$ cat config.mk
export PLATFORM = sky130hd
export DESIGN_NAME = mem_stage_flat
export DESIGN_NICKNAME = d
export VERILOG_FILES = /design/src/rtl/mem_stage_pkg.sv /design/src/rtl/mem_stage_if.sv /design/src/rtl/mem_stage_load_align.sv /design/src/rtl/mem_stage.sv /design/src/flat_wrapper.sv
export SDC_FILE = /design/constraint.sdc
export NUM_CORES = 1
export LEC_CHECK = 0
export BUFFER_PORTS_ARGS = -buffer_cell sky130_fd_sc_hd__buf_2
export CAP_MARGIN = 25
export CORE_MARGIN = 10
export CORE_UTILIZATION = 50
export DETAILED_ROUTE_END_ITERATION = 10
export GPL_ROUTABILITY_DRIVEN = 0
export GPL_TIMING_DRIVEN = 0
export PLACE_DENSITY = 0.79
export SLEW_MARGIN = 15
export SYNTH_ARGS = -nofsm -noshare
export SYNTH_HDL_FRONTEND = slang
export SYNTH_SLANG_ARGS = --single-unit
$ cat constraint.sdc
create_clock -name clock -period 10.3 [get_ports clock]
set_clock_uncertainty 0.2 [all_clocks]
set_input_delay 0 -clock clock [delete_from_list [all_inputs] [get_ports clock]]
set_output_delay 0 -clock clock [all_outputs]
set_load 0.1 [all_outputs]
$ cat src/rtl/mem_stage_pkg.sv
// Shared types for the memory-access stage: load encodings, FSM states and
// the per-instruction slot held between execute and writeback.
package mem_stage_pkg;

  localparam logic [2:0] LOAD_NONE = 3'd0;
  localparam logic [2:0] LOAD_LB   = 3'd1;
  localparam logic [2:0] LOAD_LBU  = 3'd2;
  localparam logic [2:0] LOAD_LH   = 3'd3;
  localparam logic [2:0] LOAD_LHU  = 3'd4;
  localparam logic [2:0] LOAD_LW   = 3'd5;
  localparam logic [2:0] LOAD_LWL  = 3'd6;
  localparam logic [2:0] LOAD_LWR  = 3'd7;

  typedef enum logic [1:0] {
    EMPTY = 2'd0,
    WAIT  = 2'd1,
    READY = 2'd2
  } state_t;

  typedef struct packed {
    logic [5:0]  ex;
    logic [31:0] pc;
    logic [31:0] ctrl_info;
    logic [31:0] ctrl_info2;
    logic [4:0]  dest;
    logic [2:0]  load_op;
    logic [1:0]  off;
    logic [31:0] rt_value;
  } slot_t;

endpackage

$ cat src/rtl/mem_stage_if.sv
// Pipeline link around the memory stage: execute-side inputs and the
// writeback-side outputs. The stage itself uses the slave modport.
interface mem_stage_if;
  logic        valid;
  logic        allow_in;
  logic [5:0]  ex;
  logic [31:0] pc;
  logic [31:0] ctrl_info;
  logic [31:0] ctrl_info2;
  logic [4:0]  dest;
  logic [31:0] alu_result;
  logic [31:0] rt_value;
  logic [2:0]  load_op;
  logic        mem_req;

  logic        next_allow_in;
  logic        valid_out;
  logic [5:0]  ex_out;
  logic [31:0] pc_out;
  logic [4:0]  dest_out;
  logic [31:0] ctrl_info_out;
  logic [31:0] ctrl_info2_out;
  logic [31:0] wb_value;

  modport master (
    output valid, ex, pc, ctrl_info, ctrl_info2, dest, alu_result, rt_value,
           load_op, mem_req, next_allow_in,
    input  allow_in, valid_out, ex_out, pc_out, dest_out, ctrl_info_out,
           ctrl_info2_out, wb_value
  );

  modport slave (
    input  valid, ex, pc, ctrl_info, ctrl_info2, dest, alu_result, rt_value,
           load_op, mem_req, next_allow_in,
    output allow_in, valid_out, ex_out, pc_out, dest_out, ctrl_info_out,
           ctrl_info2_out, wb_value
  );
endinterface

$ cat src/rtl/mem_stage_load_align.sv
// Little-endian load alignment: byte/halfword extract with extension, and
// the LWL/LWR partial-word merges with the old rt contents.
import mem_stage_pkg::*;

module load_align (
  input  logic [2:0]  load_op,
  input  logic [1:0]  off,
  input  logic [31:0] data_rdata,
  input  logic [31:0] rt_value,
  output logic [31:0] result
);
  logic [7:0]  b;
  logic [15:0] h;

  assign b = data_rdata[{off, 3'b000} +: 8];
  assign h = off[1] ? data_rdata[31:16] : data_rdata[15:0];

  always_comb begin
    result = data_rdata;
    case (load_op)
      LOAD_LB:  result = {{24{b[7]}}, b};
      LOAD_LBU: result = {24'd0, b};
      LOAD_LH:  result = {{16{h[15]}}, h};
      LOAD_LHU: result = {16'd0, h};
      LOAD_LWL: begin
        case (off)
          2'd0:    result = {data_rdata[7:0],  rt_value[23:0]};
          2'd1:    result = {data_rdata[15:0], rt_value[15:0]};
          2'd2:    result = {data_rdata[23:0], rt_value[7:0]};
          default: result = data_rdata;
        endcase
      end
      LOAD_LWR: begin
        case (off)
          2'd0:    result = data_rdata;
          2'd1:    result = {rt_value[31:24], data_rdata[31:8]};
          2'd2:    result = {rt_value[31:16], data_rdata[31:16]};
          default: result = {rt_value[31:8],  data_rdata[31:24]};
        endcase
      end
      default:  result = data_rdata;
    endcase
  end
endmodule

$ cat src/rtl/mem_stage.sv
// MIPS stage 4: holds one instruction, waits for its data-SRAM response,
// aligns the load result and hands it to writeback; discards orphaned responses.
import mem_stage_pkg::*;

module mem_stage (
  input  logic        clock,
  input  logic        reset,
  mem_stage_if.slave  bus,
  input  logic        data_data_ok,
  input  logic [31:0] data_rdata,
  input  logic        flush
);
  state_t      state, state_nxt;
  slot_t       slot;
  logic [31:0] wb_value_q;
  logic [31:0] aligned;
  logic [1:0]  drop_cnt;
  logic        eff_req, capture, resp, drop_inc, drop_dec;

  assign eff_req  = bus.mem_req && (bus.ex == 6'd0);
  assign capture  = bus.valid && bus.allow_in && !flush;
  assign drop_dec = data_data_ok && (drop_cnt != 2'd0);
  assign resp     = data_data_ok && (drop_cnt == 2'd0) && (state == WAIT);
  // A response in the flush cycle belongs to the flushed load, so nothing is orphaned.
  assign drop_inc = flush && (state == WAIT) && !(data_data_ok && (drop_cnt == 2'd0));

  load_align u_align (
    .load_op   (slot.load_op),
    .off       (slot.off),
    .data_rdata(data_rdata),
    .rt_value  (slot.rt_value),
    .result    (aligned)
  );

  always_ff @(posedge clock or posedge reset) begin
    if (reset) state <= EMPTY;
    else       state <= state_nxt;
  end

  always_comb begin
    state_nxt = state;
    if (flush) begin
      state_nxt = EMPTY;
    end else begin
      case (state)
        EMPTY:   if (capture) state_nxt = eff_req ? WAIT : READY;
        WAIT:    if (resp) state_nxt = READY;
        READY:   if (bus.next_allow_in)
                   state_nxt = capture ? (eff_req ? WAIT : READY) : EMPTY;
        default: state_nxt = EMPTY;
      endcase
    end
  end

  always_comb begin
    bus.allow_in  = (state == EMPTY) || ((state == READY) && bus.next_allow_in);
    bus.valid_out = (state == READY);
  end

  always_ff @(posedge clock or posedge reset) begin
    if (reset) begin
      slot       <= '0;
      wb_value_q <= '0;
    end else if (capture) begin
      slot.ex         <= bus.ex;
      slot.pc         <= bus.pc;
      slot.ctrl_info  <= bus.ctrl_info;
      slot.ctrl_info2 <= bus.ctrl_info2;
      slot.dest       <= bus.dest;
      slot.load_op    <= bus.load_op;
      slot.off        <= bus.alu_result[1:0];
      slot.rt_value   <= bus.rt_value;
      wb_value_q      <= bus.alu_result;
    end else if (resp && !flush) begin
      wb_value_q <= aligned;
    end
  end

  always_ff @(posedge clock or posedge reset) begin
    if (reset) drop_cnt <= 2'd0;
    else       drop_cnt <= drop_cnt + {1'b0, drop_inc} - {1'b0, drop_dec};
  end

  assign bus.ex_out         = slot.ex;
  assign bus.pc_out         = slot.pc;
  assign bus.dest_out       = slot.dest;
  assign bus.ctrl_info_out  = slot.ctrl_info;
  assign bus.ctrl_info2_out = slot.ctrl_info2;
  assign bus.wb_value       = wb_value_q;
endmodule

$ cat src/flat_wrapper.sv
// flat-port wrapper written by rule: the top's interface ports become plain ports
module mem_stage_flat 
  (clock, reset, data_data_ok, data_rdata, flush, bus_valid, bus_ex, bus_pc, bus_ctrl_info, bus_ctrl_info2, bus_dest, bus_alu_result, bus_rt_value, bus_load_op, bus_mem_req, bus_next_allow_in, bus_allow_in, bus_valid_out, bus_ex_out, bus_pc_out, bus_dest_out, bus_ctrl_info_out, bus_ctrl_info2_out, bus_wb_value);
  mem_stage_if bus_i ();
  input  logic clock;
  input  logic reset;
  input  logic data_data_ok;
  input  logic [31:0] data_rdata;
  input  logic flush;
  input wire logic [$bits(bus_i.valid)-1:0] bus_valid;
  input wire logic [$bits(bus_i.ex)-1:0] bus_ex;
  input wire logic [$bits(bus_i.pc)-1:0] bus_pc;
  input wire logic [$bits(bus_i.ctrl_info)-1:0] bus_ctrl_info;
  input wire logic [$bits(bus_i.ctrl_info2)-1:0] bus_ctrl_info2;
  input wire logic [$bits(bus_i.dest)-1:0] bus_dest;
  input wire logic [$bits(bus_i.alu_result)-1:0] bus_alu_result;
  input wire logic [$bits(bus_i.rt_value)-1:0] bus_rt_value;
  input wire logic [$bits(bus_i.load_op)-1:0] bus_load_op;
  input wire logic [$bits(bus_i.mem_req)-1:0] bus_mem_req;
  input wire logic [$bits(bus_i.next_allow_in)-1:0] bus_next_allow_in;
  output wire logic [$bits(bus_i.allow_in)-1:0] bus_allow_in;
  output wire logic [$bits(bus_i.valid_out)-1:0] bus_valid_out;
  output wire logic [$bits(bus_i.ex_out)-1:0] bus_ex_out;
  output wire logic [$bits(bus_i.pc_out)-1:0] bus_pc_out;
  output wire logic [$bits(bus_i.dest_out)-1:0] bus_dest_out;
  output wire logic [$bits(bus_i.ctrl_info_out)-1:0] bus_ctrl_info_out;
  output wire logic [$bits(bus_i.ctrl_info2_out)-1:0] bus_ctrl_info2_out;
  output wire logic [$bits(bus_i.wb_value)-1:0] bus_wb_value;
  assign bus_i.valid = bus_valid;
  assign bus_i.ex = bus_ex;
  assign bus_i.pc = bus_pc;
  assign bus_i.ctrl_info = bus_ctrl_info;
  assign bus_i.ctrl_info2 = bus_ctrl_info2;
  assign bus_i.dest = bus_dest;
  assign bus_i.alu_result = bus_alu_result;
  assign bus_i.rt_value = bus_rt_value;
  assign bus_i.load_op = bus_load_op;
  assign bus_i.mem_req = bus_mem_req;
  assign bus_i.next_allow_in = bus_next_allow_in;
  assign bus_allow_in = bus_i.allow_in;
  assign bus_valid_out = bus_i.valid_out;
  assign bus_ex_out = bus_i.ex_out;
  assign bus_pc_out = bus_i.pc_out;
  assign bus_dest_out = bus_i.dest_out;
  assign bus_ctrl_info_out = bus_i.ctrl_info_out;
  assign bus_ctrl_info2_out = bus_i.ctrl_info2_out;
  assign bus_wb_value = bus_i.wb_value;
  mem_stage u_core (.clock(clock), .reset(reset), .bus(bus_i), .data_data_ok(data_data_ok), .data_rdata(data_rdata), .flush(flush));
endmodule
==> results.toml, run 1 <==
[final_layout]
nets = 1976
area_delta_synth_final_pct = 49.1
non_filler_instance_count_after_layout = 2044
fill_cells = 1289
final_layout_size_suffix_gt1_share_pct = 32.5
layout.core_utilization_pct = 75.8

[sta]
final_hold_viol_count = 0
worstMarginPinSlew_ns = 0.874
tns_ns = 0
period_minus_slack_ns = 3.20
timing.final.crit_share_pct = 31.1
f_max_ghz = 0.312
final-setup-viol-count = 0
rsz_0062_raised_after_global_routing = "false"
relative_slew_slack_pct = 40.3
timing.final.max_slew_violations = 0
final.hold.worst_slack_ns = 0.0959

[synth]
seq_area_frac_synth_pct = 45.4
synth_enable_flop_cells = 0
yosys.cell_types.count = 62
postSynthRegisterBits = 180
synth_area_per_cell_um2 = 8.46
yosys-top-cells-area = "sky130_fd_sc_hd__dfrtp_1 45%, sky130_fd_sc_hd__nand2_1 17%, sky130_fd_sc_hd__buf_4 8.8%, sky130_fd_sc_hd__mux2i_1 4.1%, sky130_fd_sc_hd__a211oi_1 2.2%"
number_of_warnings_reported_in_the_yosys_synthesis_log = 0
synthDominantAreaCellType = "sky130_fd_sc_hd__dfrtp_1"
post_synth_inst_count = 1174
synthFlopType = "sky130_fd_sc_hd__dfrtp_1"
synth_fp_nets = 1389
synth_area_um2 = 9930
yosysTopAreaCellShare_pct = 45.4
asyncSetResetFlopFracSynth_pct = 100

[critical_path]
timing.setup.critical_path_class = "flip-flop to flip-flop"
path_max_fanout = 10
critical_path.slowest_cell = "sky130_fd_sc_hd__nor2_1"
worst-endpoint-arrival_ns = 3.37
reg2regPathDepth = 7
crit_path_cell_trace = "buf_2, nand3b_1, nor2_1, a221oi_1, a31oi_1, dlygate4sd3_1, a21o_1"
longest_individual_stage_delay_on_the_worst_path_ns = 0.74
critical_path_required_ns = 10.47
end_kind = "flip-flop"
critical_path.startpoint_type = "flip-flop"

[routing]
initialDrtViolationCount = 1432
wl_met1_mm = 15.4
dr_wl_met2_mm = 20.4
antenna_left = 0
topRoutingLayerUsed = "met4"
drt_drc_violations_left = 0
route.vias.total = 11431
detail_route.wirelength_mm = 42.5
detailroute.wirelength.met3_mm = 4.35
post_drt_via_cell_ratio = 5.59
number_of_iterations_in_the_first_detailed_routing_pass = 6
post_drt_wl_per_cell_um = 20.8

[clock_network]
cts.reportedPaths.clkPinSlew_ns = 0.08
worst_skew_pair.late_latency_ns = 0.43
tritoncts = "built"
clockRootBuffer = "sky130_fd_sc_hd__clkbuf_16"
cts_resized = 0
count_of_h_tree_levels_built_during_cts = 4
cts_max_path_buffers = 2
cts_inserted_buffers = 17
number_of_clock_sinks = 180

[power]
pwr_density_cell_nw_per_um2 = 208
vdd.ir_drop.worst_v = 0.000122
design_power_total_w = 0.00309
p_leak_nw = 7.84

[job]
drv.max_cap_violation_count = 0

[global_routing]
gr-usage-all-layers_pct = 31.7
gr-total-overflow = 0
antenna_found_initial = 4
grt_max_degree = 110
first_global_vias = 11764
grt_first_pass_wirelength_mm = 65.7

[floorplan]
floorplan.core_area_um2 = 19500
floorplan_die_width_um = 161
placementRows = 51
start_util_pct = 50.8
die_area_um2 = 25900
dieHeight_um = 161
io_pins = 354

[place]
dpl.hpwl_mm = 27.5
placed_cells = 1793
numPortBuffers = 353

[hold_path]
hold-path-cell-count = 4
hold_path_class = "primary input to flip-flop"

[outcome]
status = "complete, no violations"
==> through the flow <==
| stage | cell area [um^2] | setup WS, ns |
|---|---|---|
| after CTS | 14800 | 7.30 |
| after floorplan | 9930 | 5.21 |
| final | 14800 | 7.10 |
| after detailed placement | 12100 | 7.65 |
| after global placement | 12000 | 3.14 |
| after global routing | 14800 | 7.11 |
==> cell usage after synthesis, types with 2 or more instances <==
library cell,n
sky130_fd_sc_hd__buf_6,4
sky130_fd_sc_hd__a221oi_1,5
sky130_fd_sc_hd__nand3b_1,2
sky130_fd_sc_hd__nor2b_1,8
sky130_fd_sc_hd__ha_1,2
sky130_fd_sc_hd__nand2b_1,2
sky130_fd_sc_hd__o22ai_1,22
sky130_fd_sc_hd__o2bb2ai_1,2
sky130_fd_sc_hd__a22oi_1,4
sky130_fd_sc_hd__nand4_1,2
sky130_fd_sc_hd__dfrtp_1,180
sky130_fd_sc_hd__xnor2_1,4
sky130_fd_sc_hd__a21oi_1,27
sky130_fd_sc_hd__o22a_1,3
sky130_fd_sc_hd__a31oi_1,7
sky130_fd_sc_hd__buf_2,40
sky130_fd_sc_hd__nand2_1,461
sky130_fd_sc_hd__nand3_1,26
sky130_fd_sc_hd__or3_1,2
sky130_fd_sc_hd__o2111ai_1,2
sky130_fd_sc_hd__mux4_2,3
sky130_fd_sc_hd__o221ai_1,14
sky130_fd_sc_hd__nor3_1,2
sky130_fd_sc_hd__buf_4,116
sky130_fd_sc_hd__o21ai_0,40
sky130_fd_sc_hd__a222oi_1,2
sky130_fd_sc_hd__a41oi_1,2
sky130_fd_sc_hd__a22o_1,4
sky130_fd_sc_hd__a211oi_1,29
sky130_fd_sc_hd__buf_1,2
sky130_fd_sc_hd__nor2_1,39
sky130_fd_sc_hd__a21o_1,7
sky130_fd_sc_hd__inv_1,7
sky130_fd_sc_hd__clkbuf_1,17
sky130_fd_sc_hd__o21ai_1,2
sky130_fd_sc_hd__mux2_2,17
sky130_fd_sc_hd__mux2i_1,41
==> cell usage in the layout (no fill, tap or decap), types with 6 or more instances in the layout <==
| cell type | count |
|---|---|
| sky130_fd_sc_hd__nor2_1 | 39 |
| sky130_fd_sc_hd__o22ai_1 | 22 |
| sky130_fd_sc_hd__o221ai_1 | 14 |
| sky130_fd_sc_hd__inv_1 | 6 |
| sky130_fd_sc_hd__a211oi_1 | 29 |
| sky130_fd_sc_hd__mux2i_1 | 41 |
| sky130_fd_sc_hd__nand3_1 | 26 |
| sky130_fd_sc_hd__dfrtp_1 | 180 |
| sky130_fd_sc_hd__a31oi_1 | 7 |
| sky130_fd_sc_hd__o21ai_0 | 40 |
| sky130_fd_sc_hd__nor2b_1 | 8 |
| sky130_fd_sc_hd__clkbuf_1 | 17 |
| sky130_fd_sc_hd__buf_4 | 116 |
| sky130_fd_sc_hd__dlygate4sd3_1 | 214 |
| sky130_fd_sc_hd__a21oi_1 | 27 |
| sky130_fd_sc_hd__nand2_1 | 461 |
| sky130_fd_sc_hd__mux2_2 | 17 |
| sky130_fd_sc_hd__buf_2 | 393 |
| sky130_fd_sc_hd__a21o_1 | 7 |
| sky130_fd_sc_hd__clkbuf_16 | 17 |
==> power by group <==
part           leakage (nW)  internal, W  total, W  switching, W
Sequential             2.22     0.000827  0.000909     0.0000827
Clock                 0.282     0.000325  0.000647      0.000322
Combinational          5.33     0.000409   0.00153       0.00112
==> logic make-up (layout without fill, tap and decap cells) <==
kind of cell / after synthesis / in the layout / synth area share [%]
buffers and inverters: 187 / 787 / 12.3
multiplexers: 61 / 61 / 6.74
AND/OR/NAND/NOR: 560 / 560 / 22.8
flip-flops: 180 / 180 / 45.4
adder cells (fa/ha/maj): 2 / 2 / 0.252
other: 0 / 5 / 0
AO/OA/AOI/OAI: 179 / 179 / 12.1
XOR/XNOR: 5 / 5 / 0.441
==> state kept, by name, indices dropped and copies added (netlist names) <==
name,count
u_core.bus.wb_value,32
u_core.bus.ctrl_info2_out,32
u_core.slot,37
u_core.bus.ex_out,6
u_core.drop_cnt,2
u_core.state,2
u_core.bus.ctrl_info_out,32
u_core.bus.dest_out,5
u_core.bus.pc_out,32
==> layer usage <==
metal / track usage [%] / vias to the layer above
met5: 0 / -
met4: 17.6 / 0
met3: 7.67 / 193
met2: 52.1 / 860
met1: 37.4 / 5379
li1: - / 4999
==> worst paths after layout <==
path / slack (ns) / start / end
setup reg to reg: 7.10 / u_core.slot[34] / u_core.bus.wb_value[12]
hold / removal: 0.1 / bus_pc[3] / u_core.bus.pc_out[3]
setup / recovery: 7.10 / u_core.slot[34] / u_core.bus.wb_value[12]
min in group asynchronous: 0.58 / reset / u_core.bus.ctrl_info2_out[13]
max in group asynchronous: 8.38 / reset / u_core.slot[22]
hold reg to reg: 0.28 / u_core.bus.wb_value[8] / u_core.bus.wb_value[8]
==> area by class of cell <==
cell class / instances / area (um^2) / area share [%]
flip-flops and latches: 180 / 4500 / 30.4
multi-input cells: 807 / 4200 / 28.4
repair buffers: 568 / 3940 / 26.6
plain buffers: 180 / 1190 / 8.05
clock buffers: 17 / 425 / 2.87
well taps: 265 / 332 / 2.24
clock inverters: 15 / 165 / 1.12
inverters: 7 / 33.8 / 0.228
diodes: 5 / 12.5 / 0.0845
==> critical path: cells and delay by family, from the launching register on <==
family / cells / cell delay, ns
AO/OA/AOI/OAI: 3 / 0.62
AND/OR/NAND/NOR: 2 / 1.18
buffers and inverters: 2 / 0.77
flip-flops: 1 / 0.37
==> what timing repair did <==
action / 4_1_cts / 5_1_grt
setup buffers: 0 / 0
endpoints found under the hold margin: 356 / 0
hold buffers: 214 / 0
Note: power is estimated with default switching activity, not from simulation.
==> inputs of run 2 (changes only) <==
==> constraint.sdc (replaced) <==
create_clock -name clock -period 3.3 [get_ports clock]
set_clock_uncertainty 0.2 [all_clocks]
set_input_delay 0 -clock clock [delete_from_list [all_inputs] [get_ports clock]]
set_output_delay 0 -clock clock [all_outputs]
set_load 0.1 [all_outputs]
==> run 2 against run 1 <==
Against the previous run:
- hold slack lost 0.0053 ns
- die area is the same
- critical path depth is the same
- routed wire length shrank 0.25%
- total power grew to 3.1 times the previous value
- register-to-register slack lost 6.9 ns
- global-route usage grew 0.061 points
- maximum frequency grew 2.0%
- highest routed layer is now met5
- critical path type unchanged
- via count shrank 1.5%
==> results.toml, run 2 (synthesized netlist as in run 1, its figures left out) <==
[final_layout]
layout.cells.most_common = "sky130_fd_sc_hd__nand2_1"
layout.core_utilization_pct = 76.1
fill_cells = 1311
number_of_flip_flops_in_the_largest_register = 37
final_cell_mix = "461 x sky130_fd_sc_hd__nand2_1, 393 x sky130_fd_sc_hd__buf_2, 214 x sky130_fd_sc_hd__dlygate4sd3_1, 180 x sky130_fd_sc_hd__dfrtp_1, 116 x sky130_fd_sc_hd__buf_4"
postLayoutCellArea_um2 = 14900
final_layout_size_suffix_gt1_share_pct = 32.6
top_register = "u_core.slot"
nets = 1981
area_delta_synth_final_pct = 49.7

[clock_network]
number_of_clock_sinks = 180
clockRootBuffer = "sky130_fd_sc_hd__clkbuf_16"
cts.reportedPaths.clkPinSlew_ns = 0.07
cts_setup_buffers = 0
cts_stage_hold_buffer_count = 214
count_of_h_tree_levels_built_during_cts = 4
cts_inserted_buffers = 17
worst_skew_pair.late_latency_ns = 0.43
tritoncts = "built"
cts_resized = 0
cts_max_path_buffers = 2

[sta]
final-setup-viol-count = 0
relative_slew_slack_pct = 23.3
timing.final.crit_share_pct = 95.2
f_max_ghz = 0.318
period_minus_slack_ns = 3.14
final.setup.worst_slack_ns = 0.160
rsz_0062_raised_after_global_routing = "false"
timing.final.max_slew_violations = 0
worstMarginPinSlew_ns = 1.12
tns_ns = 0
final_hold_viol_count = 0

[critical_path]
worst-endpoint-arrival_ns = 3.32
reg2reg_from = "u_core.slot[35]"
critical_path.startpoint_type = "flip-flop"
longest_individual_stage_delay_on_the_worst_path_ns = 0.70
timing.setup.critical_path_class = "flip-flop to flip-flop"
critical_path_required_ns = 3.48
path_max_fanout = 10
critical_path.slowest_cell = "sky130_fd_sc_hd__nor2_1"
end_kind = "flip-flop"
startpoint = "u_core.slot[35]"
crit_path_cell_trace = "buf_2, nand3b_1, nor2_1, a222oi_1, a41oi_1, dlygate4sd3_1, a21o_1"

[routing]
post_drt_via_cell_ratio = 5.50
antenna_left = 0
number_of_iterations_in_the_first_detailed_routing_pass = 7
post_drt_wl_per_cell_um = 20.7
detail_route.wirelength_mm = 42.4
drt_drc_violations_left = 0
route.vias.total = 11256
initialDrtViolationCount = 1313

[hold_path]
min-delay-start = "bus_pc[2]"
hold_path_class = "primary input to flip-flop"

[global_routing]
gr-usage-all-layers_pct = 31.8
grt_max_degree = 37
gr-total-overflow = 0
first_global_vias = 11645
grt_first_pass_wirelength_mm = 65.8
antenna_found_initial = 2

[place]
area_after_detailed_placement_um2 = 12200
dpl.hpwl_mm = 27.8
numPortBuffers = 353
pre_cts_slack_ns = 0.575

[floorplan]
io_pins = 354
dieHeight_um = 161
die_area_um2 = 25900
floorplan_die_width_um = 161
start_util_pct = 50.8
placementRows = 51
floorplan.core_area_um2 = 19500

[power]
vdd.ir_drop.worst_v = 0.000415
p_leak_nw = 7.87
pwr_density_cell_nw_per_um2 = 646
design_power_total_w = 0.00961

[job]
drv.max_cap_violation_count = 0

[outcome]
status = "complete, no violations"
## run 2: worst max-delay path: cells and delay by family (launching register included)
kind,cells,cell delay [ns]
AND/OR/NAND/NOR,2,1.10
AO/OA/AOI/OAI,3,0.58
buffers and inverters,2,0.83
flip-flops,1,0.38
## run 2: final timing paths
kind / depth (start not counted) / end / slack [ns]
min reg2reg: 2 / u_core.bus.dest_out[1] / 0.28
max reg2reg: 7 / u_core.bus.wb_value[14] / 0.16
max: 7 / u_core.bus.wb_value[14] / 0.16
max in group asynchronous: 7 / u_core.slot[12] / 1.44
min: 4 / u_core.bus.pc_out[2] / 0.09
min in group asynchronous: 4 / u_core.bus.pc_out[23] / 0.50
## run 2: power by group
| part | internal, W | switching (W) |
|---|---|---|
| clock | 0.00105 | 0.000942 |
| combinational | 0.00129 | 0.00349 |
| sequential | 0.00258 | 0.000258 |
## run 2: final cells by class
class / instances / area [um^2] / share of cell area [%]
Antenna cell: 1 / 2.50 / 0.0168
Clock buffer: 22 / 474 / 3.19
Sequential cell: 180 / 4500 / 30.3
Clock inverter: 10 / 88.8 / 0.598
Inverter: 7 / 30.0 / 0.202
Timing Repair Buffer: 573 / 4040 / 27.2
Tap cell: 265 / 332 / 2.23
Multi-Input combinational cell: 807 / 4200 / 28.3
Buffer: 180 / 1190 / 8.02
## run 2: per-stage QoR
stage,cells,hold WS (ns)
after floorplan,1174,-0.137
after global placement,1792,-0.0121
after detailed placement,1798,-0.203
after CTS,2044,0.0431
after global routing,2045,0.0974
final,2045,0.0907
## run 2: routing by layer
metal	up-vias	routed length (um)	GRT usage, %
met1	5262	15800	37.2
li1	5004	-	-
met2	796	20300	52.6
met3	192	4140	8.59
met5	-	13	0
met4	2	2210	16.2
==> inputs of run 3 (changes only) <==
--- a/config.mk
+++ b/config.mk
@@ -11,8 +11,9 @@
 export CORE_UTILIZATION = 50
 export DETAILED_ROUTE_END_ITERATION = 10
 export GPL_ROUTABILITY_DRIVEN = 0
-export GPL_TIMING_DRIVEN = 0
+export GPL_TIMING_DRIVEN = 1
 export PLACE_DENSITY = 0.79
+export SETUP_SLACK_MARGIN = 0.05
 export SLEW_MARGIN = 15
 export SYNTH_ARGS = -nofsm -noshare
 export SYNTH_HDL_FRONTEND = slang
==> run 3 against run 2 <==
Against the previous run:
- register-to-register slack gained 0.03 ns
- combinational power shrank 10%
- utilization fell by 5.2 points
- flip-flop and latch count did not move
- non-clock buffer count decreased by 165
- critical path depth unchanged
- clock power is essentially flat
- routed wire length decreased by 10%
- total power is 4.2% lower
==> results.toml, run 3 (synthesized netlist as in run 1, its figures left out) <==
[floorplan]
placementRows = 51
start_util_pct = 50.8
die_area_um2 = 25900
io_pins = 354
floorplan_die_width_um = 161
floorplan.core_area_um2 = 19500
dieHeight_um = 161

[critical_path]
timing.setup.critical_path_class = "flip-flop to flip-flop"
reg2reg_from = "u_core.slot[33]"
end_kind = "flip-flop"
startpoint = "u_core.slot[33]"
worst-endpoint-arrival_ns = 3.21
critical_path_required_ns = 3.40
path_max_fanout = 48
critical_path.startpoint_type = "flip-flop"
reg2regPathDepth = 7

[routing]
detail_route.wirelength_mm = 38.2
post_drt_via_cell_ratio = 5.51
initialDrtViolationCount = 1480
number_of_iterations_in_the_first_detailed_routing_pass = 7
post_drt_wl_per_cell_um = 20.3
antenna_left = 0
drt_drc_violations_left = 0
route.vias.total = 10382

[sta]
f_max_ghz = 0.322
relative_slew_slack_pct = 47.4
worstMarginPinSlew_ns = 0.789
final-setup-viol-count = 0
timing.final.crit_share_pct = 94.2
final.hold.worst_slack_ns = 0.0592
period_minus_slack_ns = 3.11
rsz_0062_raised_after_global_routing = "false"
final_hold_viol_count = 0
timing.final.max_slew_violations = 0
tns_ns = 0

[clock_network]
cts_max_path_buffers = 2
number_of_clock_sinks = 180
count_of_h_tree_levels_built_during_cts = 4
cts.reportedPaths.clkPinSlew_ns = 0.08
worst_skew_pair.late_latency_ns = 0.43
clockRootBuffer = "sky130_fd_sc_hd__clkbuf_16"
tritoncts = "built"
cts_resized = 0
cts_inserted_buffers = 17

[outcome]
status = "complete, no violations"

[final_layout]
final_cell_mix = "461 x sky130_fd_sc_hd__nand2_1, 353 x sky130_fd_sc_hd__buf_2, 213 x sky130_fd_sc_hd__dlygate4sd3_1, 178 x sky130_fd_sc_hd__dfrtp_1, 41 x sky130_fd_sc_hd__mux2i_1"
layout.cells.most_common = "sky130_fd_sc_hd__nand2_1"
top_register = "u_core.slot"
area_delta_synth_final_pct = 39.5
final_layout_size_suffix_gt1_share_pct = 27.3
number_of_flip_flops_in_the_largest_register = 37
fill_cells = 1357
nets = 1816

[global_routing]
first_global_vias = 10566
gr-total-overflow = 0
gr-usage-all-layers_pct = 28.5
antenna_found_initial = 5
grt_first_pass_wirelength_mm = 59.3
grt_max_degree = 177

[job]
drv.max_cap_violation_count = 0

[place]
dpl.hpwl_mm = 23.8
numPortBuffers = 353

[power]
p_leak_nw = 7.16
design_power_total_w = 0.00921
pwr_density_cell_nw_per_um2 = 665
vdd.ir_drop.worst_v = 0.000407

[hold_path]
hold-path-cell-count = 5
hold_path_class = "primary input to flip-flop"
min-delay-start = "data_rdata[0]"
-- run 3: cell types whose count changed in the layout (fill, tap and decap cells not counted), sizes merged --
cell and change:
buf -146, clkbuf -23, clkinv +4, clkinvlp -1, diode +5, dlygate4sd3 -1
inv +2
-- run 3: per-layer routing --
layer / track usage (%) / vias up / part of all wire (%)
li1: - / 4682 / -
met1: 34.5 / 4829 / 38
met2: 45.5 / 715 / 47
met3: 7.69 / 156 / 10
met4: 15.0 / 0 / 5.2
met5: 0 / - / 0
-- run 3: layout make-up --
cell class                 count  area, um^2  area share, %
sequential                   180        4510           32.6
multi-input combinational    807        4220           30.5
timing repair buffer         588        4150           30.0
clock buffer                  17         425           3.07
tap                          265         332           2.40
clock inverter                15         166           1.20
inverter                       7        30.0          0.217
antenna                        6        15.0          0.108
-- run 3: repair_timing --
action                                  CTS  global route
setup buffers                             0             0
hold endpoints to repair                214             7
endpoints found under the setup margin    0             0
hold buffers                            212             1
-- run 3: final timing paths --
path	end	slack, ns
min reg2reg	u_core.bus.pc_out[0]	0.27
min in group asynchronous	u_core.bus.ctrl_info2_out[14]	0.43
max reg2reg	u_core.bus.wb_value[25]	0.19
max	u_core.bus.wb_value[25]	0.19
min	u_core.bus.wb_value[0]	0.06
max in group asynchronous	u_core.state[0]	1.71
-- run 3: worst max-delay path, cell delays in order (launching register included) --
cell and delay [ns]:
sky130_fd_sc_hd__dfrtp_2 0.60, sky130_fd_sc_hd__buf_12 0.28, sky130_fd_sc_hd__nor2_2 0.52, sky130_fd_sc_hd__mux2i_1 0.28, sky130_fd_sc_hd__o22ai_1 0.14, sky130_fd_sc_hd__o221ai_1 0.27
sky130_fd_sc_hd__nand3_1 0.09, sky130_fd_sc_hd__dlygate4sd3_1 0.58
-- run 3: power breakdown --
group          total (W)  switching [W]  internal, W
Clock            0.00202        0.00100      0.00102
Sequential       0.00289       0.000312      0.00258
Combinational    0.00429        0.00329      0.00100
Total            0.00921        0.00460      0.00460
-- run 3: through the flow --
step	utilization (%)	std cells	setup WS [ns]	cell area [um^2]
final	70.9	1885	0.192	13800
after global routing	70.9	1885	0.0640	13800
after CTS	70.6	1876	0.299	13800
after detailed placement	56.7	1632	0.849	11100
after global placement	56.7	1632	0.862	11100
after floorplan	-	1174	0.314	9930
